**config.mk**
```make
export PLATFORM = sky130hd
export DESIGN_NAME = display_scan_mux
export DESIGN_NICKNAME = d
export VERILOG_FILES = /design/src/rtl/display_scan_mux.sv
export SDC_FILE = /design/constraint.sdc
export NUM_CORES = 1
export LEC_CHECK = 0
export CAP_MARGIN = 30
export CORE_AREA = 2 2 68 70
export DETAILED_ROUTE_END_ITERATION = 10
export DIE_AREA = 0 0 70 72
export GPL_ROUTABILITY_DRIVEN = 0
export PLACE_DENSITY = 0.82
export SLEW_MARGIN = 40
export SYNTH_ARGS = -nofsm -noshare
export SYNTH_HDL_FRONTEND = slang
export SYNTH_SLANG_ARGS = --single-unit
```
**constraint.sdc**
```tcl
create_clock -name clk -period 3.2 [get_ports clk]
set_input_delay 0.64 -clock clk [delete_from_list [all_inputs] [get_ports clk]]
set_output_delay 0.64 -clock clk [all_outputs]
set_load 0.01 [all_outputs]
```
**src/rtl/display_scan_mux.sv**
```systemverilog
// display_scan_mux: time-multiplexes four 4-bit digit codes onto one
// seven-segment decoder input, with entry-length blanking and a timed
// "Err" override after a failed unlock.
// Optional build macro: BLINK_EN -- blinks the "Err" message, toggling
// every BLINK_DIV scan frames. Without it "Err" is shown steadily.
module display_scan_mux #(
    parameter int SCAN_DIV  = 1000,
    parameter int ERR_HOLD  = 50000000,
    parameter int BLINK_DIV = 8
) (
    input  logic        clk,
    input  logic        rst,
    input  logic [15:0] digits_in,
    input  logic [2:0]  entry_count,
    input  logic        show_err,
    output logic [3:0]  code_out,
    output logic [3:0]  an_out,
    output logic        err_active
);

    localparam int PW = (SCAN_DIV > 1) ? $clog2(SCAN_DIV) : 1;
    localparam int TW = (ERR_HOLD > 1) ? $clog2(ERR_HOLD) : 1;

    localparam logic [PW-1:0] PRE_LAST = PW'(SCAN_DIV - 1);
    localparam logic [TW-1:0] TMR_LOAD = TW'(ERR_HOLD - 1);

    typedef enum logic {NORM, ERR} state_t;

    state_t        r_state;
    logic [PW-1:0] r_pre;
    logic [1:0]    r_idx;
    logic [TW-1:0] r_tmr;

    logic          w_wrap;
    logic          w_frame_end;
    logic          w_off;
    logic [2:0]    w_eff;
    logic [3:0]    w_norm_code;
    logic [3:0]    w_err_code;

    assign w_wrap      = (r_pre == PRE_LAST);
    assign w_frame_end = w_wrap && (r_idx == 2'd3);

    // Prescaler and digit index; only reset clears them, never the FSM
    always_ff @(posedge clk or posedge rst) begin
        if (rst) begin
            r_pre <= '0;
            r_idx <= 2'd0;
        end else if (w_wrap) begin
            r_pre <= '0;
            r_idx <= r_idx + 2'd1;
        end else begin
            r_pre <= r_pre + 1'b1;
        end
    end

    // Digit code selection for the currently scanned position
    always_comb begin
        w_eff       = (entry_count > 3'd4) ? 3'd4 : entry_count;
        w_norm_code = ({1'b0, r_idx} < w_eff) ? digits_in[{r_idx, 2'b00} +: 4] : 4'hF;
        case (r_idx)
            2'd3:    w_err_code = 4'hC;
            2'd2:    w_err_code = 4'hD;
            2'd1:    w_err_code = 4'hD;
            default: w_err_code = 4'hF;
        endcase
    end

`ifdef BLINK_EN
    localparam int FW = (BLINK_DIV > 1) ? $clog2(BLINK_DIV) : 1;
    localparam logic [FW-1:0] FRM_LAST = FW'(BLINK_DIV - 1);

    logic [FW-1:0] r_frm;
    logic          r_blink_off;

    // Blink phase only matters in ERR; leftover phase in NORM is ignored
    assign w_off = r_blink_off && (r_state == ERR);
`else
    assign w_off = 1'b0;
`endif

    // Err state machine: entry, hold timer with retrigger priority, exit
    always_ff @(posedge clk or posedge rst) begin
        if (rst) begin
            r_state    <= NORM;
            r_tmr      <= '0;
            err_active <= 1'b0;
`ifdef BLINK_EN
            r_frm       <= '0;
            r_blink_off <= 1'b0;
`endif
        end else begin
            case (r_state)
                NORM: begin
                    if (show_err) begin
                        r_state    <= ERR;
                        r_tmr      <= TMR_LOAD;
                        err_active <= 1'b1;
`ifdef BLINK_EN
                        r_frm       <= '0;
                        r_blink_off <= 1'b0;
`endif
                    end
                end
                ERR: begin
                    if (show_err) begin
                        r_tmr <= TMR_LOAD;
                    end else if (r_tmr == '0) begin
                        r_state    <= NORM;
                        err_active <= 1'b0;
                    end else begin
                        r_tmr <= r_tmr - 1'b1;
                    end
`ifdef BLINK_EN
                    if (w_frame_end) begin
                        if (r_frm == FRM_LAST) begin
                            r_frm       <= '0;
                            r_blink_off <= ~r_blink_off;
                        end else begin
                            r_frm <= r_frm + 1'b1;
                        end
                    end
`endif
                end
                default: r_state <= NORM;
            endcase
        end
    end

    // Registered outputs; one all-off guard cycle at each digit change
    always_ff @(posedge clk or posedge rst) begin
        if (rst) begin
            code_out <= 4'hF;
            an_out   <= 4'b1111;
        end else begin
            if (w_wrap || w_off)
                an_out <= 4'b1111;
            else
                an_out <= ~(4'b0001 << r_idx);
            if (w_off)
                code_out <= 4'hF;
            else if (r_state == ERR)
                code_out <= w_err_code;
            else
                code_out <= w_norm_code;
        end
    end

    // Frame boundary is only consumed by the blink logic
    logic w_unused;
    assign w_unused = w_frame_end;

endmodule

```
==> results.yml, run 1 <==
status:
  run_status: "finished clean"
worst_setup_path:
  path_class: "reg2reg"
  crit_chain: "nor4_1 > nand4_1 > o21ai_2 > nor3_1 > or3b_1"
  critPathBufInv: 0
  critPathArrivalTime_ns: 2.50
  cp_max_fo: 9
  critPathCaptureType: "flip-flop"
  max_stage_delay_ns: 0.66
  startpoint_type: "flip-flop"
  cp_slowest_cell: "nor4_1"
  worstPathRequired_ns: 3.38
  critPathTopFamily: "simple AND/OR/NAND/NOR gates"
logic_synthesis:
  yosys_warnings: 0
  syn_nets: 263
  avgSynthCellArea_sq_um: 10.62
  async_reset_ff_share_pct: 100.0
  synth_top_area_share_pct: 40.47
  synth_cell_types: 50
  synth_seq_area_share_pct: 48.96
  yosys.area.top_type: "dfrtp_1"
  netlist_top_cells_count: "dfrtp_1 (40), nor2_1 (19), nand2_1 (11), o21ai_0 (11)"
  ys_top_cells_by_area: "dfrtp_1 (40%), dfstp_2 (8.5%), ha_1 (4.0%), mux4_2 (3.6%), xnor2_1 (3.5%)"
  netlist_instances: 233
  synth_ff_type: "dfrtp_1"
  synth_edf_count: 0
  syn-cell-area_sq_um: 2474
  yosysMostFrequentCell: "dfrtp_1"
  ys_ff_latch: 48
timing:
  finalSetupViolCount: 0
  timing.max_slew.rel_slack_pct: 51.10
  setup_tns_ns: 0
  fin_crit_sh_pct: 72.56
  finalHoldViolations: 0
  whs_ns: 0.4887
  tightest_slew_ns: 0.7268
  period_needed_ns: 2.322
  drv_slew: 0
  clock_skew_ns: 0.01053
  fmax_ghz: 0.4307
  rsz0062_at_grt: "false"
clock_tree:
  hold_buffers: 0
  numCtsBuffers: 5
  cts_setup_buffers: 0
  clk_path_buf_depth: 2
  worst_skew_pair.late_latency_ns: 0.30
  tritoncts: "built"
  htreeDepth: 2
  clock_sinks: 48
  clk_pin_slew_ns: 0.09
  clockRootBuffer: "clkbuf_8"
  cts_resized: 0
global_routing:
  first_global_vias: 1862
  grt_max_degree: 49
  grt_pass1_wl_um: 8314
  gr-total-overflow: 0
  antenna_found_initial: 0
  globalRouteTotalUtil_pct: 20.74
floorplanning:
  die_y_um: 72
  io-pin-count: 31
  start_util_pct: 58.01
  die_area_sq_um: 5040
  row_count: 24
  core_sq_um: 4264
  die_x_um: 70
finish:
  layout-area-overhead-vs-synth_pct: 19.17
  fin_util_pct: 69.13
  finalNonFillerCells: 319
  diodes: 0
  drive_above_1_share_pct: 13.11
  layout.nets: 296
drt:
  drt-vias-per-instance: 5.884
  antenna_left: 0
  drtIter0Drc: 109
  wl_per_cell_um: 14.49
  vias: 1877
  drt_wl_total_um: 4621
  drc: 0
  dr.pass1.iters: 4
placement:
  dp.cells: 311
  numPortBuffers: 30
  hpwl_um: 3337
worst_hold_path:
  hold_class: "reg2reg"
power_and_ir_drop:
  p_leak_uw: 0.001113
  powerDensity_nw_per_um2: 379.0
  power_uw: 1117
  ir_worst_vdd_uv: 298.8
job:
  drv_cap: 0
where the power goes:
group / leakage (uW) / switching, uW / internal [uW] / total [uW]
clock: 0.0000548 / 207 / 235 / 442
combinational: 0.000525 / 29.3 / 33.3 / 62.7
sequential: 0.000533 / 2.74 / 610 / 612
stage by stage:
step | area, sq um | setup slack, ns
floorplan | 2474 | 1.146
global placement | 2830 | 1.059
detailed placement | 2833 | 0.9317
CTS | 2948 | 0.8908
global route | 2948 | 0.6214
finish | 2948 | 0.8780
state kept, by name, summed over array words and instances (netlist names):
register,cells
r_tmr,26
r_idx,2
code_out,4
r_state,1
r_pre,10
an_out,4
err_active,1
cells in the final DEF (no fill, tap or decap), drive strengths merged, types with 3 or more instances in the layout:
cell,synthesis,layout
dfrtp,40,40
clkdlybuf4s50,0,30
nor2,19,19
o21ai,13,13
nand2,11,11
xnor2,10,10
nand3,10,10
nor3,9,9
a21oi,9,9
or3,9,9
inv,8,9
nor2b,8,8
ha,8,8
dfstp,8,8
nand2b,7,7
xor2,6,6
clkbuf,5,5
nor4,4,4
mux2i,4,4
mux4,4,4
a211oi,3,3
a31oi,3,3
nand4,3,3
or2,3,3
o211ai,3,3
or4,3,3
cell type report:
type,count,area [sq um]
Clock buffer,5,68.82
Inverter,8,32.53
Multi-Input combinational cell,171,1209
Fill cell,327,1316
Tap cell,52,65.06
Timing Repair Buffer,32,315.3
Clock inverter,3,46.29
Sequential cell,48,1211
path summary, 6_finish.rpt:
check | end | slack (ns) | start | depth (start not counted)
setup reg to reg | r_tmr[3]$_DFFE_PP0P_ | 0.88 | r_tmr[22]$_DFFE_PP0P_ | 5
hold reg to reg | r_pre[0]$_DFF_PP0_ | 0.49 | r_pre[0]$_DFF_PP0_ | 1
max in group asynchronous | code_out[3]$_DFF_PP1_ | 2.06 | rst | 2
hold / removal | r_pre[0]$_DFF_PP0_ | 0.49 | r_pre[0]$_DFF_PP0_ | 1
min in group asynchronous | r_pre[5]$_DFF_PP0_ | 0.75 | rst | 2
setup / recovery | r_tmr[3]$_DFFE_PP0P_ | 0.88 | r_tmr[22]$_DFFE_PP0P_ | 5
per-layer routing:
layer	global-route usage (%)	share of wire, %	routed length [um]
met4	8.333	1.6	72
met1	25.74	45	2065
met5	0	0	0
met2	34.92	49	2260
met3	5.556	4.8	223
cells by family after synthesis:
| kind of cell | share of synthesized area [%] |
|---|---|
| XOR/XNOR | 5.665 |
| AO/OA/AOI/OAI | 10.12 |
| buffers and inverters | 2.175 |
| AND/OR/NAND/NOR | 23.32 |
| multiplexers | 5.716 |
| adder cells (fa/ha/maj) | 4.047 |
| flip-flops | 48.96 |
(Power assumes the default switching activity.)
==> run 2: changes to the inputs <==
--- a/config.mk
+++ b/config.mk
@@ -6,11 +6,11 @@
 export NUM_CORES = 1
 export LEC_CHECK = 0
 export CAP_MARGIN = 30
-export CORE_AREA = 2 2 68 70
+export CORE_AREA = 2 2 71 73
 export DETAILED_ROUTE_END_ITERATION = 10
-export DIE_AREA = 0 0 70 72
+export DIE_AREA = 0 0 73 75
 export GPL_ROUTABILITY_DRIVEN = 0
-export PLACE_DENSITY = 0.82
+export PLACE_DENSITY = 0.76
 export SLEW_MARGIN = 40
 export SYNTH_ARGS = -nofsm -noshare
 export SYNTH_HDL_FRONTEND = slang
==> constraint.sdc (replaced) <==
create_clock -name clk -period 2.35 [get_ports clk]
set_input_delay 0.47 -clock clk [delete_from_list [all_inputs] [get_ports clk]]
set_output_delay 0.47 -clock clk [all_outputs]
set_load 0.01 [all_outputs]
==> run 2 against run 1 <==
Non-clock buffer count up 6. First-iteration DRC count decreased by 35%. Utilization shrank 4.6 points. Global-route usage is 1.1 points lower. Sequential power rose by 36%. Combinational power is 43% higher. Routed wire length up 6.0%. Maximum frequency increased by 6.8%. Clock power increased by 41%. Worst hold slack gained 0.0015 ns. Die area up 8.6%. Sequential cell count did not move.
==> results.yml, run 2 (same netlist as run 1, synthesis figures left out) <==
worst_setup_path:
  critPathCaptureType: "flip-flop"
  worstPathRequired_ns: 2.58
  r2r_end: "r_tmr[19]$_DFFE_PP0P_"
  rrSetupSlack_ns: 0.18
  reg2reg_from: "r_tmr[12]$_DFFE_PP0P_"
  rr_worst_depth: 5
  startpoint_type: "flip-flop"
  cp_max_fo: 6
  path_class: "reg2reg"
  critPathArrivalTime_ns: 2.40
clock_tree:
  cts_setup_buffers: 0
  clockRootBuffer: "clkbuf_8"
  hold_buffers: 0
  cts_resized: 0
  clock_sinks: 48
  clk_path_buf_depth: 2
  numCtsBuffers: 5
  tritoncts: "built"
  worst_skew_pair.late_latency_ns: 0.29
  clk_pin_slew_ns: 0.09
  htreeDepth: 2
finish:
  diodes: 0
  largest_registers: "r_tmr: 26 flops, r_pre: 10 flops"
  final_common_cell: "dfrtp_1"
  top_register: "r_tmr"
  final_cell_area_sq_um: 3007
  most-common-layout-cells: "dfrtp_1 (40), clkdlybuf4s50_1 (30), nor2_1 (19), nand2_1 (11), o21ai_0 (11)"
  drive_above_1_share_pct: 15.38
  seqCellArea_sq_um: 1211
  finalNonFillerCells: 327
  largest_reg_flops: 26
  multi_input_area_sq_um: 1216
  fillers: 375
  layout-area-overhead-vs-synth_pct: 21.55
  layout.nets: 302
drt:
  drt-vias-per-instance: 5.749
  drtIter0Drc: 71
  drc: 0
  dr.pass1.iters: 4
  wl_per_cell_um: 14.98
  antenna_left: 0
  vias: 1880
  drt_wl_total_um: 4898
placement:
  dp.cells: 319
  post-place-ws_ns: 0.2060
  hpwl_um: 3623
  dpl_cell_area_sq_um: 2878
  numPortBuffers: 30
power_and_ir_drop:
  p_comb_share_pct: 5.8
  powerDensity_nw_per_um2: 515.2
  net-switching-power_uw: 322.1
  seqPwrFrac_pct: 53.8
  ir_worst_vdd_uv: 266.4
  internal_power_uw: 1227
  p_sw_share_pct: 20.79
  power.share.clock_pct: 40.4
  p_leak_uw: 0.001148
job:
  drv_cap: 0
global_routing:
  grt_use_met3_pct: 4.953
  gr-total-overflow: 0
  grt_max_degree: 32
  grt-busiest-layer: "met2"
  antenna_found_initial: 0
  grt_pass1_wl_um: 8493
  use_met2_pct: 33.03
  globalRouteTotalUtil_pct: 19.64
  first_global_vias: 1885
  gr-usage-met1_pct: 26.16
timing:
  fmax_ghz: 0.4600
  rsz0062_at_grt: "false"
  clock_skew_ns: 0.003733
  timing.max_slew.rel_slack_pct: 59.13
  period_needed_ns: 2.174
  drv_slew: 0
  finalHoldViolations: 0
  fin_crit_sh_pct: 92.52
  finalSetupViolCount: 0
  setup_tns_ns: 0
  setup_ws_ns: 0.1759
  tightest_slew_ns: 0.6121
worst_hold_path:
  hold_class: "reg2reg"
  hold_end: "r_pre[0]$_DFF_PP0_"
  min-delay-start: "r_pre[0]$_DFF_PP0_"
  min_path_cells: 1
floorplanning:
  start_util_pct: 53.07
  core_sq_um: 4661
  row_count: 25
  io-pin-count: 31
  die_x_um: 73
  die_area_sq_um: 5475
  die_y_um: 75
status:
  run_status: "finished clean"
[run 2: cell types whose count changed in the layout (fill, tap and decap cells not counted), sizes merged]
cell	delta
clkinvlp	-1
inv	-1
clkbuf	+1
clkinv	+1
buf	+6
[run 2: worst max path at each step]
stage,cells past startpoint,start,end
final,5,r_tmr[12]$_DFFE_PP0P_,r_tmr[19]$_DFFE_PP0P_
after global routing,5,r_tmr[6]$_DFFE_PP0P_,r_tmr[18]$_DFFE_PP0P_
after CTS,5,r_tmr[12]$_DFFE_PP0P_,r_tmr[19]$_DFFE_PP0P_
after detailed placement,5,r_tmr[12]$_DFFE_PP0P_,r_tmr[19]$_DFFE_PP0P_
after global placement,5,r_tmr[12]$_DFFE_PP0P_,r_tmr[19]$_DFFE_PP0P_
after floorplan,5,r_tmr[12]$_DFFE_PP0P_,r_tmr[19]$_DFFE_PP0P_
[run 2: layer usage]
layer | vias to the layer above | share of wire (%)
met5 | - | 0
met4 | 0 | 0.39
met3 | 2 | 4.9
met2 | 40 | 49
met1 | 917 | 46
li1 | 921 | -
[run 2: power groups by stage]
stage               Combinational, uW  Sequential (uW)  Clock (uW)
floorplan                        42.8              847           0
global placement                 89.1              849           0
detailed placement               92.3              849           0
CTS                              92.5              834         639
global route                      101              834         667
finish                           89.7              834         625
[run 2: metrics by stage]
stage	hold slack [ns]	utilization [%]	total power [uW]
global placement	0.4706	61.75	938.4
detailed placement	0.4802	61.75	941.8
finish	0.4902	64.51	1549
CTS	0.4933	64.35	1565
floorplan	0.4479	-	890.2
global route	0.5110	64.51	1602
[run 2: cell type report]
| cell class | count | area share (%) |
|---|---|---|
| clock inverters | 2 | 1.290 |
| clock buffers | 6 | 2.747 |
| repair buffers | 38 | 11.99 |
| well taps | 54 | 2.247 |
| multi-input cells | 171 | 40.45 |
| flip-flops and latches | 48 | 40.28 |
| inverters | 8 | 0.9988 |
[run 2: critical path: stages (launching register included)]
cell and delay, ns:
dfrtp_1 0.41, or4_4 0.58, nand2b_4 0.18, or4b_1 0.53, or3_1 0.32, nand3_1 0.08
==> run 3: changes to the inputs <==
--- a/config.mk
+++ b/config.mk
@@ -6,9 +6,9 @@
 export NUM_CORES = 1
 export LEC_CHECK = 0
 export CAP_MARGIN = 30
-export CORE_AREA = 2 2 71 73
+export CORE_AREA = 8 8 77 79
 export DETAILED_ROUTE_END_ITERATION = 10
-export DIE_AREA = 0 0 73 75
+export DIE_AREA = 0 0 85 87
 export GPL_ROUTABILITY_DRIVEN = 0
 export PLACE_DENSITY = 0.76
 export SLEW_MARGIN = 40
==> run 3 against run 2 <==
Total power down 6.9%. Clock skew up 0.0026 ns. Sequential power about the same. Register-to-register slack better by 0.03 ns. Cell area down 0.92%. Largest cell class unchanged. Highest routed layer unchanged.
==> results.yml, run 3 (same netlist as run 1, synthesis figures left out) <==
finish:
  top_register: "r_tmr"
  drive_above_1_share_pct: 15.38
  final_common_cell: "dfrtp_1"
  largest_registers: "r_tmr: 26 flops, r_pre: 10 flops"
  largest_reg_flops: 26
  layout-area-overhead-vs-synth_pct: 20.44
  layout.nets: 302
  diodes: 0
  fin_util_pct: 61.46
  most-common-layout-cells: "dfrtp_1 (40), clkdlybuf4s50_1 (30), nor2_1 (19), nand2_1 (11), o21ai_0 (11)"
power_and_ir_drop:
  p_leak_uw: 0.001134
  powerDensity_nw_per_um2: 484.2
  ir_worst_vdd_uv: 318.7
status:
  run_status: "finished clean"
timing:
  finalHoldViolations: 0
  clock_skew_ns: 0.006322
  fin_crit_sh_pct: 91.20
  period_needed_ns: 2.143
  setup_ws_ns: 0.2068
  rsz0062_at_grt: "false"
  timing.max_slew.rel_slack_pct: 65.66
  setup_tns_ns: 0
  fmax_ghz: 0.4666
  finalSetupViolCount: 0
  whs_ns: 0.4568
  drv_slew: 0
  tightest_slew_ns: 0.5022
drt:
  antenna_left: 0
  drt-vias-per-instance: 5.644
  highest_layer: "met4"
  wl_met1_um: 2278
  routed-wl-met3_um: 268
  drtIter0Drc: 91
  dr.pass1.iters: 6
  drt_wl_total_um: 4869
  wl_per_cell_um: 14.80
  vias: 1857
  wl_met2_um: 2259
  drc: 0
floorplanning:
  die_y_um: 87
  row_count: 26
  die_area_sq_um: 7395
  io-pin-count: 31
  start_util_pct: 51.03
  core_sq_um: 4847
  die_x_um: 85
global_routing:
  grt_max_degree: 21
  antenna_found_initial: 0
  gr-total-overflow: 0
  grt_pass1_wl_um: 8618
  first_global_vias: 1882
  globalRouteTotalUtil_pct: 14.24
clock_tree:
  tritoncts: "built"
  htreeDepth: 2
  clk_path_buf_depth: 2
  clk_pin_slew_ns: 0.10
  cts_setup_buffers: 0
  hold_buffers: 0
  worst_skew_pair.late_latency_ns: 0.31
  clock_sinks: 48
  numCtsBuffers: 5
  clockRootBuffer: "clkbuf_8"
worst_setup_path:
  path_class: "reg2reg"
  critPathCaptureType: "flip-flop"
  startpoint_type: "flip-flop"
  cp_max_fo: 7
  critPathArrivalTime_ns: 2.33
  worstPathRequired_ns: 2.54
placement:
  numPortBuffers: 30
  hpwl_um: 3640
  post-place-ws_ns: 0.2246
job:
  drv_cap: 0
worst_hold_path:
  hold_class: "in2async"
run 3: cell types whose count changed in the layout (fill, tap and decap cells not counted):
cell	before	now
bufinv_16	1	0
clkbuf_8	6	5
clkinv_4	1	0
clkinvlp_4	0	1
inv_6	0	2
nor4_1	3	4
nor4_2	1	0
o21ai_1	1	0
o21ai_2	1	2
run 3: worst paths after layout:
kind	start	cells after the start	slack, ns	endpoint
worst min-delay path	rst	2	0.46	r_pre[4]$_DFF_PP0_
max in group asynchronous	rst	3	1.25	code_out[2]$_DFF_PP1_
worst min register to register	r_pre[0]$_DFF_PP0_	1	0.48	r_pre[0]$_DFF_PP0_
min in group clk	r_pre[0]$_DFF_PP0_	1	0.48	r_pre[0]$_DFF_PP0_
worst max register to register	r_tmr[2]$_DFFE_PP0P_	5	0.21	r_tmr[3]$_DFFE_PP0P_
worst max-delay path	r_tmr[2]$_DFFE_PP0P_	5	0.21	r_tmr[3]$_DFFE_PP0P_
run 3: area by class of cell:
| type | count | area (sq um) |
|---|---|---|
| clock buffer | 5 | 68.82 |
| clock inverter | 3 | 25.02 |
| fill | 379 | 1868 |
| inverter | 8 | 30.03 |
| multi-input combinational | 171 | 1214 |
| sequential | 48 | 1211 |
| tap | 56 | 70.07 |
| timing repair buffer | 38 | 360.3 |
run 3: through the flow:
stage	cell area [sq um]	cells	total power [uW]
after floorplan	2474	233	890.2
after global placement	2880	321	938.1
after detailed placement	2880	321	940.8
after CTS	2974	329	1458
after global routing	2979	329	1503
final	2979	329	1442
run 3: worst max-delay path: stages (launching register included):
cell and delay (ns):
dfrtp_1 0.45, nor4_1 0.51, nand4_1 0.35, o21ai_2 0.31
nor3_1 0.07, or3b_1 0.34
run 3: repair_timing:
| item | 4_1_cts | 5_1_grt |
|---|---|---|
| resized for setup | 0 | 2 |
| endpoints found under the setup margin | 0 | 2 |
| hold endpoints to repair | 0 | 0 |
run 3: routing by layer:
layer	global-route usage, %	vias to the layer above
met3	4.717	7
met1	16.97	900
met5	0	-
met4	5.340	0
met2	23.30	30
li1	-	920
run 3: where the power goes:
part | total, uW | internal [uW] | switching, uW | leakage (uW)
Combinational | 89.1 | 48.4 | 40.7 | 0.000556
Clock | 519 | 217 | 302 | 0.0000452
Sequential | 834 | 830 | 3.84 | 0.000533
